===== config.mk =====
export PLATFORM = sky130hd
export DESIGN_NAME = fetch_issue
export DESIGN_NICKNAME = d
export VERILOG_FILES = /design/src/rtl/fetch_issue.sv
export SDC_FILE = /design/constraint.sdc
export NUM_CORES = 1
export LEC_CHECK = 0
export BUFFER_PORTS_ARGS = -buffer_cell sky130_fd_sc_hd__buf_2
export CORE_MARGIN = 8
export CORE_UTILIZATION = 46
export CTS_CLUSTER_DIAMETER = 150
export DETAILED_ROUTE_END_ITERATION = 16
export GPL_TIMING_DRIVEN = 0
export MAX_ROUTING_LAYER = met4
export PLACE_DENSITY = 0.78
export SETUP_SLACK_MARGIN = 0.15
export SLEW_MARGIN = 20
export SYNTH_ARGS = -nofsm -noshare
export SYNTH_HDL_FRONTEND = slang
export SYNTH_SLANG_ARGS = --single-unit
export TNS_END_PERCENT = 5

===== constraint.sdc =====
create_clock -name clk -period 2 [get_ports clk]
set_input_delay 0.1 -clock clk [delete_from_list [all_inputs] [get_ports clk]]
set_output_delay 0.1 -clock clk [all_outputs]
set_load 0.005 [all_outputs]

===== src/rtl/fetch_issue.sv =====
// fetch_issue: instruction-side sequencer, producer end of the instr -> control
// interface. Owns the PC, fetches one word at a time from instruction memory,
// holds it in an instruction register and offers it to decode. A HALT opcode
// stops the sequencer until the next reset.
//
// Handshakes (both directions use the same rule): a transfer happens on a rising
// clock edge where the producer's valid/req and the consumer's ready are both 1.
// The producer keeps its payload (imem_addr / instr) stable until that edge, and
// ready is ignored while valid/req is 0.
//
// Ports:
//   clk, rst_n              clock, synchronous active-low reset
//   imem_req / imem_addr    fetch request and word address (imem_addr == pc)
//   imem_ready / imem_rdata read data valid / fetched word
//   instr / instr_valid     instruction register and its valid flag to decode
//   instr_ready             decode accepts instr this cycle
//   redirect_valid / _pc    next-PC override, sampled only when instr is accepted
//   halted                  sticky, set when a HALT instruction is accepted
//   pc                      address of the current or last fetched instruction
//   icount [31:0]           accepted-instruction counter (only with the macro)
//
// Optional feature macro: FETCH_ISSUE_ICOUNT_EN adds the icount output.

`ifndef OP_HALT
`define OP_HALT 4'hF
`endif

module fetch_issue #(
  parameter int INSTR_WIDTH = 16,
  parameter int ADDR_WIDTH  = 16,
  parameter logic [ADDR_WIDTH-1:0] RESET_PC = '0
) (
  input  logic                   clk,
  input  logic                   rst_n,
  output logic                   imem_req,
  output logic [ADDR_WIDTH-1:0]  imem_addr,
  input  logic                   imem_ready,
  input  logic [INSTR_WIDTH-1:0] imem_rdata,
  output logic [INSTR_WIDTH-1:0] instr,
  output logic                   instr_valid,
  input  logic                   instr_ready,
  input  logic                   redirect_valid,
  input  logic [ADDR_WIDTH-1:0]  redirect_pc,
  output logic                   halted,
  output logic [ADDR_WIDTH-1:0]  pc
`ifdef FETCH_ISSUE_ICOUNT_EN
  ,
  output logic [31:0]            icount
`endif
);

  typedef enum logic [1:0] {
    ST_FETCH = 2'd0,
    ST_ISSUE = 2'd1,
    ST_HALT  = 2'd2
  } state_t;

  state_t                 state_q, state_d;
  logic [ADDR_WIDTH-1:0]  pc_q, pc_d;
  logic [INSTR_WIDTH-1:0] instr_q, instr_d;
  logic                   req_q, req_d;
  logic                   valid_q, valid_d;
  logic                   halted_q, halted_d;
  logic                   fetch_hs;
  logic                   accept;
  logic                   is_halt;

  // Handshakes are qualified by the registered req/valid so a ready that
  // arrives in the cycle right after reset (req still 0) is ignored.
  assign fetch_hs = req_q & imem_ready;
  assign accept   = valid_q & instr_ready;
  assign is_halt  = (instr_q[INSTR_WIDTH-1 -: 4] == `OP_HALT);

  always_comb begin
    state_d  = state_q;
    pc_d     = pc_q;
    instr_d  = instr_q;
    halted_d = halted_q;
    case (state_q)
      ST_FETCH: begin
        if (fetch_hs) begin
          instr_d = imem_rdata;
          state_d = ST_ISSUE;
        end
      end
      ST_ISSUE: begin
        if (accept) begin
          // HALT takes priority; a simultaneous redirect is dropped.
          if (is_halt) begin
            state_d  = ST_HALT;
            halted_d = 1'b1;
          end else begin
            state_d = ST_FETCH;
            pc_d    = redirect_valid ? redirect_pc : pc_q + ADDR_WIDTH'(1);
          end
        end
      end
      ST_HALT: begin
        state_d = ST_HALT;
      end
      default: begin
        state_d = ST_FETCH;
      end
    endcase
    // Outputs are registered from the next state so they line up with it.
    req_d   = (state_d == ST_FETCH);
    valid_d = (state_d == ST_ISSUE);
  end

  always_ff @(posedge clk) begin
    if (!rst_n) begin
      state_q  <= ST_FETCH;
      pc_q     <= RESET_PC;
      instr_q  <= '0;
      req_q    <= 1'b0;
      valid_q  <= 1'b0;
      halted_q <= 1'b0;
    end else begin
      state_q  <= state_d;
      pc_q     <= pc_d;
      instr_q  <= instr_d;
      req_q    <= req_d;
      valid_q  <= valid_d;
      halted_q <= halted_d;
    end
  end

  assign imem_req    = req_q;
  assign imem_addr   = pc_q;
  assign instr       = instr_q;
  assign instr_valid = valid_q;
  assign halted      = halted_q;
  assign pc          = pc_q;

`ifdef FETCH_ISSUE_ICOUNT_EN
  logic [31:0] icount_q, icount_d;

  // accept only occurs in ISSUE, so counting naturally stops in HALT and the
  // HALT instruction itself is counted.
  always_comb begin
    icount_d = icount_q;
    if (accept) begin
      icount_d = icount_q + 32'd1;
    end
  end

  always_ff @(posedge clk) begin
    if (!rst_n) begin
      icount_q <= 32'd0;
    end else begin
      icount_q <= icount_d;
    end
  end

  assign icount = icount_q;
`endif

endmodule


==> flow_summary.html <==
<table>
<tr><th>Metric</th><th>Value</th></tr>
<tr><th colspan="2">Route</th></tr>
<tr><td>Pre-antenna DRT Iters</td><td>4</td></tr>
<tr><td>Uppermost metal layer occupied by signal nets</td><td>met4</td></tr>
<tr><td>Routed met2 length</td><td>2630 um</td></tr>
<tr><td>Total length of routed wires</td><td>5780 um</td></tr>
<tr><td>Vias per inst</td><td>5.38</td></tr>
<tr><td>Overall via count from detail_route</td><td>2114</td></tr>
<tr><td>Remaining design rule violation count</td><td>0</td></tr>
<tr><td>Met3 layer wire length in the routed design</td><td>522 um</td></tr>
<tr><td>Average wire per cell in the routed design</td><td>14.7 um</td></tr>
<tr><td>Met1 WL</td><td>2550 um</td></tr>
<tr><td>Post-route ant nets</td><td>0</td></tr>
<tr><td>Detailed Route Iter0 Violations</td><td>124</td></tr>
<tr><th colspan="2">Critical path</th></tr>
<tr><td>Worst endpoint data arrival time</td><td>1.98 ns</td></tr>
<tr><td>R2r startpoint</td><td>imem_addr[7]</td></tr>
<tr><td>Cell breakdown of the critical path</td><td>nand4_2 -&gt; or4_4 -&gt; o31a_1 -&gt; o221ai_2</td></tr>
<tr><td>Peak per-stage delay on the critical path</td><td>0.55 ns</td></tr>
<tr><td>Kind of end point of the critical path</td><td>flop</td></tr>
<tr><td>Reg-to-reg setup timing slack</td><td>0.24 ns</td></tr>
<tr><td>Req. time, crit path</td><td>2.22 ns</td></tr>
<tr><td>Family of cells with the greatest summed delay on the critical path</td><td>simple AND/OR/NAND/NOR gates</td></tr>
<tr><td>Element type at the critical path start</td><td>flop</td></tr>
<tr><td>Type of the worst setup path</td><td>reg -&gt; reg</td></tr>
<tr><td>Count of buffering cells on the critical path with inverters included</td><td>0</td></tr>
<tr><td>Number of cells on the worst reg-to-reg path</td><td>4</td></tr>
<tr><td>Crit-path max FO</td><td>8</td></tr>
<tr><td>Worst flop-to-flop path endpoint</td><td>imem_addr[14]</td></tr>
<tr><td>Slowest cell on the critical path</td><td>or4_4</td></tr>
<tr><th colspan="2">GRT</th></tr>
<tr><td>Overall track demand over capacity in global routing</td><td>18.7%</td></tr>
<tr><td>Wire length of the first global-routing pass</td><td>9500 um</td></tr>
<tr><td>Via count of the first global-routing pass</td><td>2052</td></tr>
<tr><td>Maximum number of pins on one net before global-route repair</td><td>14</td></tr>
<tr><td>Total congestion overflow after global routing</td><td>0</td></tr>
<tr><td>Antenna violations before repair</td><td>0</td></tr>
<tr><th colspan="2">Clock tree</th></tr>
<tr><td>Clock slew at the register clock pins of the worst setup and hold paths</td><td>0.08 ns</td></tr>
<tr><td>Inserted Clock Buffers</td><td>5</td></tr>
<tr><td>Number of sinks handled by clock tree synthesis</td><td>37</td></tr>
<tr><td>CTS tree</td><td>built</td></tr>
<tr><td>Clk Latency, worst-skew pair</td><td>0.30 ns</td></tr>
<tr><td>Max Buffers Root-to-Sink</td><td>2</td></tr>
<tr><td>Master cell of the clock root buffer</td><td>clkbuf_8</td></tr>
<tr><td>Maximum level of the CTS H-tree</td><td>2</td></tr>
<tr><th colspan="2">Synthesis</th></tr>
<tr><td>Number of enable flip-flop cells after synthesis</td><td>0</td></tr>
<tr><td>Leading cell types by count after synthesis</td><td>nand2_1 (52), dfxtp_1 (37), a21oi_1 (28), buf_4 (16), nor2_1 (12)</td></tr>
<tr><td>Top cells by area in the synthesized netlist</td><td>dfxtp_1 (39%), nand2_1 (10%), a21oi_1 (7.3%), buf_4 (6.3%), nand4_1 (2.6%)</td></tr>
<tr><td>Share of the yosys chip area belonging to registers</td><td>38.6%</td></tr>
<tr><td>Synthesized area per cell</td><td>7.70 um2</td></tr>
<tr><td>Area leader, netlist</td><td>dfxtp_1</td></tr>
<tr><td>Top FF cell, synth</td><td>dfxtp_1</td></tr>
<tr><td>Most frequent cell after synthesis</td><td>nand2_1</td></tr>
<tr><td>Share of the synthesized area in the top cell type</td><td>38.6%</td></tr>
<tr><td>Ys async rst share</td><td>0%</td></tr>
<tr><td>Nets in the synthesized netlist</td><td>287</td></tr>
<tr><td>Number of distinct library cells after synthesis</td><td>48</td></tr>
<tr><td>Flops &amp; latches, synth</td><td>37</td></tr>
<tr><td>Cell area after technology mapping</td><td>1920 um2</td></tr>
<tr><td>Cell count after synthesis</td><td>249</td></tr>
<tr><td>Yosys warns</td><td>0</td></tr>
<tr><th colspan="2">Layout</th></tr>
<tr><td>Seq. cell area</td><td>748 um2</td></tr>
<tr><td>Area growth, synth to finish</td><td>33.0%</td></tr>
<tr><td>Total area of multi-input combinational cells</td><td>991 um2</td></tr>
<tr><td>Number of inserted filler cells in the final layout</td><td>365</td></tr>
<tr><td>Number of nets in the final layout</td><td>380</td></tr>
<tr><td>Antenna diode count</td><td>0</td></tr>
<tr><td>Ratio of cells with drive above 1 in the final layout</td><td>35.9%</td></tr>
<tr><th colspan="2">Run</th></tr>
<tr><td>Count of max-cap constraint violations</td><td>0</td></tr>
<tr><th colspan="2">Floorplan</th></tr>
<tr><td>Placement Rows</td><td>23</td></tr>
<tr><td>Placeable Area</td><td>4000 um2</td></tr>
<tr><td>Starting density of the core</td><td>48.0%</td></tr>
<tr><td>Die footprint</td><td>6490 um2</td></tr>
<tr><td>Number of I/O pins</td><td>88</td></tr>
<tr><td>Die height</td><td>80.6 um</td></tr>
<tr><td>Width of the chip</td><td>80.6 um</td></tr>
<tr><th colspan="2">Status</th></tr>
<tr><td>Status</td><td>finished clean</td></tr>
<tr><th colspan="2">Min path</th></tr>
<tr><td>Hold wc startpoint</td><td>imem_rdata[8]</td></tr>
<tr><td>Worst min-delay path category</td><td>in -&gt; reg</td></tr>
<tr><td>Endpoint of the worst hold path</td><td>instr[8]</td></tr>
<tr><td>Hold path cells</td><td>3</td></tr>
<tr><th colspan="2">Timing</th></tr>
<tr><td>Ratio of final minimum period to clock period</td><td>88.1%</td></tr>
<tr><td>Worst Clk Skew</td><td>0.00656 ns</td></tr>
<tr><td>Worst slew pin tran</td><td>0.511 ns</td></tr>
<tr><td>Relative max-transition margin</td><td>65.9%</td></tr>
<tr><td>WHS</td><td>0.0310 ns</td></tr>
<tr><td>Number of failing hold endpoints at the final stage</td><td>0</td></tr>
<tr><td>Total negative slack</td><td>0 ns</td></tr>
<tr><td>Fin. max-slew vios</td><td>0</td></tr>
<tr><td>Setup repair after global routing missed its margin</td><td>false</td></tr>
<tr><td>Achievable frequency</td><td>0.568 GHz</td></tr>
<tr><td>Min Clock Period, post-route</td><td>1.76 ns</td></tr>
<tr><td>Number of failing setup endpoints in the final timing report</td><td>0</td></tr>
<tr><th colspan="2">Placement</th></tr>
<tr><td>Quantity of I/O buffers inserted on ports</td><td>85</td></tr>
<tr><td>Final Wtd Congestion</td><td>0.871</td></tr>
<tr><td>Detailed-placement wirelength estimate</td><td>4320 um</td></tr>
<tr><th colspan="2">Power</th></tr>
<tr><td>LEAKAGE</td><td>1.17 nW</td></tr>
<tr><td>Peak supply drop</td><td>0.745 mV</td></tr>
<tr><td>Sum of internal, switching and leakage power</td><td>1.62 mW</td></tr>
<tr><td>Power density over the cells</td><td>635 nW/um2</td></tr>
</table>
[kinds of logic after synthesis]
kind of cell | after synthesis | synth area share (%)
flops | 37 | 38.6
simple gates | 106 | 27.1
fa+ha+maj | 1 | 0.652
compound gates | 67 | 22.2
buf+inv | 36 | 10.4
mux | 2 | 1.04
[worst min-delay path: stages]
cell and delay [ns]:
buf_2 0.09, nand2_1 0.04, a21oi_1 0.05
[flip-flops by register name, indices dropped and copies added (netlist names)]
register	flops
state_q	2
imem_addr	16
imem_req	1
instr_valid	1
halted	1
instr	16
[per-layer routing]
| layer | track usage, % | vias to the layer above |
|---|---|---|
| li1 | - | 1065 |
| met1 | 22.4 | 970 |
| met5 | - | - |
| met4 | 7.09 | 0 |
| met3 | 6.58 | 7 |
| met2 | 28.0 | 72 |
[cell type report]
type	count	area share, %
plain buffers	31	7.16
clock buffers	5	2.70
clock inverters	3	1.81
inverters	5	0.736
multi-input cells	176	38.8
flip-flops and latches	37	29.3
well taps	50	2.45
repair buffers	86	17.0
[per-stage QoR]
stage	instance area, um2	utilization (%)	setup WS, ns	cells
floorplan	1920	-	0.201	249
global placement	2410	60.2	0.0567	384
detailed placement	2410	60.2	0.00607	384
CTS	2540	63.4	0.193	392
global route	2550	63.8	0.167	393
finish	2550	63.8	0.239	393
[worst max path at each step]
stage	slack, ns	to	cells after the start	from
after global routing	0.17	imem_addr[14]	5	imem_addr[2]
after floorplan	0.20	imem_addr[14]	5	imem_addr[0]
final	0.24	imem_addr[14]	4	imem_addr[7]
after CTS	0.19	imem_addr[14]	5	imem_addr[0]
after global placement	0.06	imem_addr[14]	5	imem_addr[1]
after detailed placement	0.006	imem_addr[14]	5	imem_addr[1]
[power breakdown]
group          total (mW)  internal, mW  switching, mW
Sequential          0.776         0.759         0.0178
Clock               0.667         0.373          0.294
Combinational       0.176        0.0788         0.0977
[placed cells by master (no fill, tap or decap), types with 3 or more instances in the layout]
cell / netlist / layout
clkbuf_8: 0 / 5
nor3_1: 3 / 3
o21ai_0: 9 / 9
a21oi_1: 28 / 28
nor2_1: 12 / 12
nor4_1: 4 / 4
a22o_1: 3 / 3
o31a_1: 3 / 3
clkbuf_1: 10 / 10
o31ai_1: 4 / 4
nand2_1: 52 / 52
nand4_1: 8 / 8
buf_4: 16 / 17
inv_1: 3 / 3
nand3_1: 7 / 7
buf_2: 3 / 87
a31oi_1: 3 / 3
and3_1: 4 / 4
dfxtp_1: 37 / 35
[what timing repair did]
action                     4_1_cts  5_1_grt
hold buffers                     0        0
setup endpoints to repair        1        1
hold endpoints to repair         0        0
resized for setup                4        3
cloned                           0        0
setup buffers                    0        1
pin swaps                        0        1
(Power assumes the default switching activity.)
